==> config.mk <==
export PLATFORM = sky130hd
export DESIGN_NAME = run_ctrl
export DESIGN_NICKNAME = d
export VERILOG_FILES = /design/src/rtl/run_ctrl_pkg.sv /design/src/rtl/run_ctrl_cyc_counter.sv /design/src/rtl/run_ctrl.sv
export SDC_FILE = /design/constraint.sdc
export NUM_CORES = 1
export LEC_CHECK = 0
export ABC_AREA = 0
export CORE_ASPECT_RATIO = 0.5
export CORE_UTILIZATION = 45
export DETAILED_ROUTE_END_ITERATION = 10
export HOLD_SLACK_MARGIN = 0.15
export PLACE_DENSITY = 0.84
export SYNTH_ARGS = -nofsm -noshare
export SYNTH_HDL_FRONTEND = slang
export SYNTH_HIERARCHICAL = 1
export SYNTH_SLANG_ARGS = --single-unit
export TNS_END_PERCENT = 20
==> constraint.sdc <==
create_clock -name i_clk -period 9.4 [get_ports i_clk]
set_input_delay 1.41 -clock i_clk [delete_from_list [all_inputs] [get_ports i_clk]]
set_output_delay 1.41 -clock i_clk [all_outputs]
set_load 0.05 [all_outputs]
==> src/rtl/run_ctrl_pkg.sv <==
// ---------------------------------------------------------------------------
// run_ctrl_pkg
// Shared types and default parameter values for the run controller.
//   state_t  : controller FSM states
//   status_t : result code of the last run (OK / TIMEOUT / ABORT)
//   CW_DEF, RST_CYC_DEF : default cycle-counter width and reset-hold length
// ---------------------------------------------------------------------------
package run_ctrl_pkg;

    localparam int CW_DEF      = 16;
    localparam int RST_CYC_DEF = 2;

    typedef enum logic [2:0] {
        S_IDLE   = 3'd0,
        S_RESET  = 3'd1,
        S_REQ    = 3'd2,
        S_RUN    = 3'd3,
        S_FINISH = 3'd4
    } state_t;

    typedef enum logic [1:0] {
        STAT_OK      = 2'd0,
        STAT_TIMEOUT = 2'd1,
        STAT_ABORT   = 2'd2
    } status_t;

endpackage

==> src/rtl/run_ctrl_cyc_counter.sv <==
// ---------------------------------------------------------------------------
// cyc_counter
// Saturating CW-bit counter of RUN cycles with a terminal-match compare.
//   i_clk, i_rst_n : clock, asynchronous active-low reset
//   i_clear        : synchronous clear to zero (has priority over enable)
//   i_enable       : advance by one (holds at all-ones once reached)
//   i_max          : terminal value; zero disables the match
//   o_count        : current count
//   o_match        : the value the counter would take on this edge equals
//                    i_max (and i_max is non-zero)
// ---------------------------------------------------------------------------
module cyc_counter
    import run_ctrl_pkg::*;
#(
    parameter int CW = CW_DEF
) (
    input  logic          i_clk,
    input  logic          i_rst_n,
    input  logic          i_clear,
    input  logic          i_enable,
    input  logic [CW-1:0] i_max,
    output logic [CW-1:0] o_count,
    output logic          o_match
);

    localparam logic [CW-1:0] ONE = CW'(1);

    logic [CW-1:0] r_count;
    logic [CW-1:0] w_next;
    logic          w_sat;

    // The match looks at the incremented value so the FSM can leave RUN in
    // the same cycle the count reaches the limit.
    assign w_sat   = &r_count;
    assign w_next  = w_sat ? r_count : (r_count + ONE);
    assign o_match = (i_max != '0) && (w_next == i_max);
    assign o_count = r_count;

    always_ff @(posedge i_clk or negedge i_rst_n) begin
        if (!i_rst_n) begin
            r_count <= '0;
        end else if (i_clear) begin
            r_count <= '0;
        end else if (i_enable) begin
            r_count <= w_next;
        end
    end

endmodule

==> src/rtl/run_ctrl.sv <==
// ---------------------------------------------------------------------------
// run_ctrl
// Launches a processor core: holds it in reset, strobes a request, then
// counts RUN cycles until the core reports done, a timeout expires, or the
// host aborts. Reports the result and cycle count of the last run.
//   i_clk, i_rst_n   : clock, asynchronous active-low reset
//   i_start          : launch request (accepted only in IDLE)
//   i_abort          : cancel (honoured in RESET, REQ and RUN)
//   i_max_cycles     : RUN-cycle timeout limit, 0 = no timeout
//   i_cpu_done       : core finished flag
//   o_cpu_reset      : active-high reset to the core
//   o_cpu_req        : one-cycle request strobe to the core
//   o_busy           : high in every state except IDLE
//   o_finished       : one-cycle pulse when a run ends
//   o_status         : 0 OK, 1 TIMEOUT, 2 ABORT
//   o_cycle_count    : RUN cycles consumed by the last/current run
// All outputs are decoded from registers only.
// ---------------------------------------------------------------------------
module run_ctrl
    import run_ctrl_pkg::*;
#(
    parameter int CW      = CW_DEF,
    parameter int RST_CYC = RST_CYC_DEF
) (
    input  logic          i_clk,
    input  logic          i_rst_n,
    input  logic          i_start,
    input  logic          i_abort,
    input  logic [CW-1:0] i_max_cycles,
    input  logic          i_cpu_done,
    output logic          o_cpu_reset,
    output logic          o_cpu_req,
    output logic          o_busy,
    output logic          o_finished,
    output logic [1:0]    o_status,
    output logic [CW-1:0] o_cycle_count
);

    localparam logic [3:0] RST_LAST = 4'(RST_CYC - 1);

    state_t     r_state;
    state_t     w_state_next;
    logic [3:0] r_rst_cnt;
    logic [3:0] w_rst_cnt_next;
    status_t    r_status;
    status_t    w_status_next;
    logic       w_cnt_clear;
    logic       w_cnt_en;
    logic       w_match;

    cyc_counter #(
        .CW (CW)
    ) u_cyc_counter (
        .i_clk    (i_clk),
        .i_rst_n  (i_rst_n),
        .i_clear  (w_cnt_clear),
        .i_enable (w_cnt_en),
        .i_max    (i_max_cycles),
        .o_count  (o_cycle_count),
        .o_match  (w_match)
    );

    always_ff @(posedge i_clk or negedge i_rst_n) begin
        if (!i_rst_n) begin
            r_state   <= S_IDLE;
            r_rst_cnt <= 4'd0;
            r_status  <= STAT_OK;
        end else begin
            r_state   <= w_state_next;
            r_rst_cnt <= w_rst_cnt_next;
            r_status  <= w_status_next;
        end
    end

    // Abort is checked first in every busy state so it outranks done and
    // timeout; in RUN it also suppresses the increment, freezing the count.
    // Done is checked before the timeout match so a coincident done wins.
    always_comb begin
        w_state_next   = r_state;
        w_rst_cnt_next = r_rst_cnt;
        w_status_next  = r_status;
        w_cnt_clear    = 1'b0;
        w_cnt_en       = 1'b0;
        case (r_state)
            S_IDLE: begin
                if (i_start) begin
                    w_state_next   = S_RESET;
                    w_rst_cnt_next = 4'd0;
                    w_status_next  = STAT_OK;
                    w_cnt_clear    = 1'b1;
                end
            end
            S_RESET: begin
                if (i_abort) begin
                    w_state_next  = S_FINISH;
                    w_status_next = STAT_ABORT;
                end else if (r_rst_cnt == RST_LAST) begin
                    w_state_next   = S_REQ;
                    w_rst_cnt_next = 4'd0;
                end else begin
                    w_rst_cnt_next = r_rst_cnt + 4'd1;
                end
            end
            S_REQ: begin
                if (i_abort) begin
                    w_state_next  = S_FINISH;
                    w_status_next = STAT_ABORT;
                end else begin
                    w_state_next = S_RUN;
                end
            end
            S_RUN: begin
                if (i_abort) begin
                    w_state_next  = S_FINISH;
                    w_status_next = STAT_ABORT;
                end else begin
                    w_cnt_en = 1'b1;
                    if (i_cpu_done) begin
                        w_state_next  = S_FINISH;
                        w_status_next = STAT_OK;
                    end else if (w_match) begin
                        w_state_next  = S_FINISH;
                        w_status_next = STAT_TIMEOUT;
                    end
                end
            end
            S_FINISH: begin
                w_state_next = S_IDLE;
            end
            default: begin
                w_state_next = S_IDLE;
            end
        endcase
    end

    assign o_cpu_reset = (r_state == S_IDLE) || (r_state == S_RESET);
    assign o_cpu_req   = (r_state == S_REQ);
    assign o_busy      = (r_state != S_IDLE);
    assign o_finished  = (r_state == S_FINISH);
    assign o_status    = r_status;

endmodule

* After elaboration in Yosys (flattened, before gate mapping)
Index checks and enable logic that the tools add are counted.
** Word-level totals
- Logic and storage cells :: 55
- Register bits :: 25
- Output and inout bits :: 22
- Input port bits :: 21
** Cells by class
- $add $sub $neg :: 2
- Muxes and demuxes :: 25
- Equal/unequal tests :: 11
- Reduce and logical (&&, ||, !) cells :: 13
** Operator list (count)
- $mux W16 :: 3
- $mux W3 :: 7
- $add A16 B1 Y16 const B :: 1
- $eq A16 B16 Y1 :: 1
- $reduce_and A16 Y1 :: 1
- $reduce_bool A16 Y1 :: 1
- $mux W4 :: 3
- $pmux W3 S4 :: 1
- $mux W2 :: 5
- $pmux W4 S2 :: 1
- $eq A3 B2 Y1 const B :: 2
- $pmux W2 S3 :: 1
- $reduce_and A3 Y1 :: 2
- $reduce_bool A3 Y1 :: 2
- $add A4 B1 Y4 const B :: 1
- $eq A4 B1 Y1 const B :: 1
- $mux W1 :: 4
- $ne A2 B2 Y1 const B :: 2
- $ne A4 B3 Y1 const B :: 1
- $reduce_and A4 Y1 :: 1
- $reduce_bool A2 Y1 :: 2
- $eq A3 B1 Y1 const B :: 1
- $eq A3 B3 Y1 const B :: 1
- $logic_not A3 Y1 :: 1
- other kinds (5) :: 5

* Longest topological paths before layout
- Word-level depth :: 8
- Mapped depth :: 12
- Gate-level depth less buffers :: 11

* Modules after synthesis
Netlist, hierarchy kept.
** Modules (own cells, without submodules)
- cyc_counter :: area each 1383.8 um2, instances 1, sequential area each 400.4 um2, cells each 169
- run_ctrl :: area each 634.4 um2, instances 1, sequential area each 225.2 um2, cells each 67

* Least setup slack after synthesis
Ideal clock, no wire load.
- Kind :: register to register
- From :: reg u_cyc_counter.r_count[1] (netlist: u_cyc_counter/o_count[1])
- To :: reg r_status[1] (netlist: o_status[1])
- Buffers on the path :: 1
- Slack :: 5.838 ns
- Arrival :: 3.458 ns
- Stages on the path, launching flop included :: 11
- Setup time :: 0.103 ns
- Period minus slack after synthesis :: 3.562 ns
- Required time :: 9.297 ns
- Cell sequence :: dfrtp_1 ha_1 nand4_1 or4_4 buf_6 o22ai_2 o21ai_1 or4_1 nor4_1 nor3_2 o41ai_2
** Between the ends
- Cells in the longest elaborated chain, start to end :: 6
- Elaborated cells on any way between the ends :: 7
- Classes of those cells :: add/sub (1); eq/ne (2); mux (1); reduce/logical (3)
** Ends and longest elaborated chain
- start: declaration :: line run_ctrl_cyc_counter.sv:28 : logic [CW-1:0] r_count;
- start signal: assignment :: line run_ctrl_cyc_counter.sv:45 : r_count <= w_next;
- $add A16 B1 Y16 / $reduce_and A16 Y1 (equally long branches) :: line run_ctrl_cyc_counter.sv:35, run_ctrl_cyc_counter.sv:34
- $mux W16 (*) :: line run_ctrl_cyc_counter.sv:35 : assign w_next = w_sat ? r_count : (r_count + ONE);
- $eq A16 B16 Y1 (*) :: line run_ctrl_cyc_counter.sv:36 : assign o_match = (i_max != '0) && (w_next == i_max);
- $logic_and A1 B1 Y1 (*) :: line run_ctrl_cyc_counter.sv:36
- net w_match :: line run_ctrl.sv:49 : logic w_match;
- $ne A4 B3 Y1 (no source line) (*)
- $reduce_and A4 Y1 (no source line) (*)
- end signal: assignment :: line run_ctrl.sv:71 : r_status <= w_status_next;
- end: declaration :: line run_ctrl.sv:45 : status_t r_status;
The timed path passes the listed nets; every way through them passes the cells marked *.
A chain may end at the register's enable or synchronous reset.

* Worst setup path after layout
- From :: in i_max_cycles[7]
- To :: reg r_status[1] (netlist: o_status[1])
** Between the ends
- Cells in the longest elaborated chain, start to end :: 4
- Elaborated cells on any way between the ends :: 5
- Classes of those cells :: eq/ne (2); reduce/logical (3)
** Ends and longest elaborated chain
- start: declaration :: line run_ctrl.sv:29 : input logic [CW-1:0] i_max_cycles,
- $eq A16 B16 Y1 / $reduce_bool A16 Y1 (equally long branches) :: line run_ctrl_cyc_counter.sv:36
- $logic_and A1 B1 Y1 (*) :: line run_ctrl_cyc_counter.sv:36
- net w_match :: line run_ctrl.sv:49
- $ne A4 B3 Y1 (no source line) (*)
- $reduce_and A4 Y1 (no source line) (*)
Marks and branches as above.

==> impl_metrics.toml <==
[timing]
fin_ws_ns = 5.22
slew_headroom_pct = 23.6
fmax_mhz = 239
finalMaxSlewViolations = 0
finalCritPeriodShare_pct = 44.5
tightest_slew_ns = 1.14
hold_violations = 0
final.min_clock_period_ns = 4.18
final-setup-viol-count = 0
fin_skew_ns = 0.0100
rsz0062_at_grt = "false"
finalSetupTns_ns = 0

[worst_setup_path]
critical_path_class = "in2reg"
ff2ff_path_depth = 9
crit_chain = "clkdlybuf4s50_1, xor2_1, o21ai_0, o211ai_1, o21ai_1, or4_1, nor4_1, nor3_2, o41ai_2"
r2r_slack_ns = 5.58
crit_buf_inv = 1
slowest_stage = "nor4_1"
slowest_delay_ns = 0.70
crit_path_start_kind = "input port"
worst_ep_required_time_ns = 9.59
worstPathArrival_ns = 4.37
worstReg2RegEnd = "o_status[1]"
crit_fanout = 5
crit_family = "simple AND/OR/NAND/NOR gates"
regToRegStartpoint = "u_cyc_counter/o_count[0]"
cp-end-kind = "flop"

[place]
gp_congestion = 0.849
dp_slack_ns = 5.08
port_buffers = 42
dp_hpwl_mm = 3.73
dpl.cell_count = 317

[clock_network]
clk_pin_slew_ns = 0.10
post_cts_buffers = 0
cts_buffer_depth = 2
cts.sinks = 25
cts_tree = "done"
postCtsHoldBufs = 0
h-tree-depth = 1
postCtsResizedCells = 0
cts_made_buffers = 3
cts-root-buf = "clkbuf_8"
clk_latency_ns = 0.28

[pwr]
leakage_uw = 0.000919
power_density_nw_per_um2 = 171
power_uw = 422
max-vdd-ir-drop_uv = 185

[yosys]
synth_edf_count = 0
avgSynthCellArea_um2 = 8.55
synthCells = 236
synthArstFlopShare_pct = 100
yosys.area_share.simple_pct = 30.6
synth-seq-cells = 25
yosysSeqAreaShare_pct = 31.0
synth_mux_area_share_pct = 1.98
synth_xor_area_share_pct = 11.7
synth_top_family_by_area = "simple AND/OR/NAND/NOR gates"
yosys.area_share.adder_pct = 1.86
synth_top_flop_cell = "dfrtp_1"
synth_compound_area_share_pct = 16.6
netlist_area_um2 = 2020
yosys_warnings = 6
syn-num-nets = 260
synth_cell_types = 58

[global_routing]
grt_pass1_vias = 1783
grt_usage_pct = 22.1
grt_max_degree = 26
antenna_found_initial = 0
grt_pass1_wl_mm = 8.54
grt_remaining_overflow = 0

[route]
finalWirelength_mm = 5.00
first_pass_iters = 4
drc_errors = 0
vias = 1928
drt_iter0_drc = 123
wl_per_cell_um = 15.6
ant_nets = 0
viasPerCell = 6.01

[run]
cap_violations = 0

[floorplan]
fp.dieW_um = 96.7
die-area_um2 = 4770
core.rowCount = 16
ios = 43
start_util_pct = 49.2
core_area_um2 = 4100
dieHeight_um = 49.4

[final_layout]
drive_above_1_share_pct = 9.36
area_growth_pct = 22.1
layout.cells.non_filler = 321
nets = 292
insertedDiodeCount = 0

[worst_hold_path]
worstHoldPathCells = 1
hold_end = "o_status[0]"
hold_class = "reg2reg"
worstHoldStart = "o_status[0]"

[run_status]
outcome = "finished clean"
worst reg2reg max path, delay by kind of cell (launching register included):
| kind | cells | cell delay, ns |
|---|---|---|
| simple gates | 5 | 2.28 |
| fa+ha+maj | 1 | 0.33 |
| compound gates | 3 | 0.61 |
| flops | 1 | 0.51 |
sequential cells by signal, indices dropped and copies added (netlist names):
signal                 cells
o_status                   2
r_rst_cnt                  4
r_state                    3
u_cyc_counter/o_count     16
power by group:
group | internal (uW) | leakage [uW] | switching (uW)
combinational | 79.5 | 0.000553 | 122
clock | 30.2 | 0.0000217 | 37.9
sequential | 121 | 0.000344 | 31.3
total | 230 | 0.000919 | 192
cell families (layout without fill, tap and decap cells):
group | Yosys count | count (layout)
and+or+nand+nor | 104 | 104
buffers and inverters | 25 | 56
muxes | 4 | 4
DFF | 25 | 25
AOI/OAI and AO/OA | 48 | 48
adders and majority gates | 3 | 3
xor gates and xnor gates | 27 | 27
through the flow:
step	instance area [um^2]	util, %	hold slack, ns
3_3_place_gp	2420	58.9	0.485
2_1_floorplan	2020	-	0.501
6_report	2460	60.1	0.502
3_5_place_dp	2420	58.9	0.486
5_1_grt	2460	60.1	0.545
4_1_cts	2460	60.1	0.507
layout make-up:
class / instances / area, um^2
fill: 342 / 1640
multi-input combinational: 186 / 1260
sequential: 25 / 626
timing repair buffer: 42 / 420
tap: 54 / 67.6
clock buffer: 3 / 41.3
inverter: 10 / 37.5
clock inverter: 1 / 7.51
routing by layer:
layer / vias to the layer above / global-route usage (%) / wire length (um)
met4: 0 / 5.22 / 38
met2: 71 / 35.4 / 2240
met5: - / 0 / 0
met1: 930 / 30.4 / 2290
li1: 923 / - / -
met3: 4 / 5.01 / 424
cell usage in the layout (no fill, tap or decap), types with 3 or more instances in the layout:
cell             count
nor4_1              10
inv_1               10
o21ai_2              3
o21ai_0             10
o21ai_1              3
clkdlybuf4s50_1     42
nor3b_1              5
o211ai_1             3
or3_1                5
mux2i_1              4
xnor2_1             11
nand3_1              8
nor2_1              18
clkbuf_8             3
o22ai_2              3
dfrtp_1             25
xor2_1              16
a21oi_1             12
nor3_1               6
ha_1                 3
nand4_1              9
a211oi_1             3
nand2_1             19
synthesized netlist by cell type, types with 2 or more instances:
master,n,share of area (%)
buf_4,3,1.1
xnor2_1,11,4.8
nand2_1,19,3.5
and4_2,2,0.99
nor3b_1,5,1.9
inv_1,10,1.9
o22ai_2,3,1.9
o21ai_0,10,2.5
mux2i_1,4,2.0
nand4_1,9,2.8
a211o_1,2,0.87
o21ai_2,3,1.3
or3_1,5,1.5
nor2_1,18,3.3
buf_2,5,1.2
or4_4,2,1.1
dfrtp_1,25,31
nor3_1,6,1.5
clkbuf_1,3,0.56
o21ai_1,3,0.74
o211ai_1,3,1.1
nor4_1,10,3.1
a211oi_1,3,1.1
nand3_1,8,2.0
xor2_1,16,6.9
a21oi_1,12,3.0
buf_6,2,1.1
nor2_2,2,0.62
ha_1,3,1.9
worst max-delay path by stage:
| stage | from | end | slack (ns) | cells after the start |
|---|---|---|---|---|
| global placement | i_max_cycles[7] | o_status[1] | 5.17 | 9 |
| global route | i_max_cycles[7] | o_status[1] | 5.00 | 9 |
| detailed placement | i_max_cycles[7] | o_status[1] | 5.08 | 9 |
| floorplan | u_cyc_counter/o_count[1] | o_status[1] | 5.84 | 10 |
| finish | i_max_cycles[7] | o_status[1] | 5.22 | 9 |
| CTS | i_max_cycles[7] | o_status[1] | 5.35 | 9 |
Note: power is estimated with default switching activity, not from simulation.
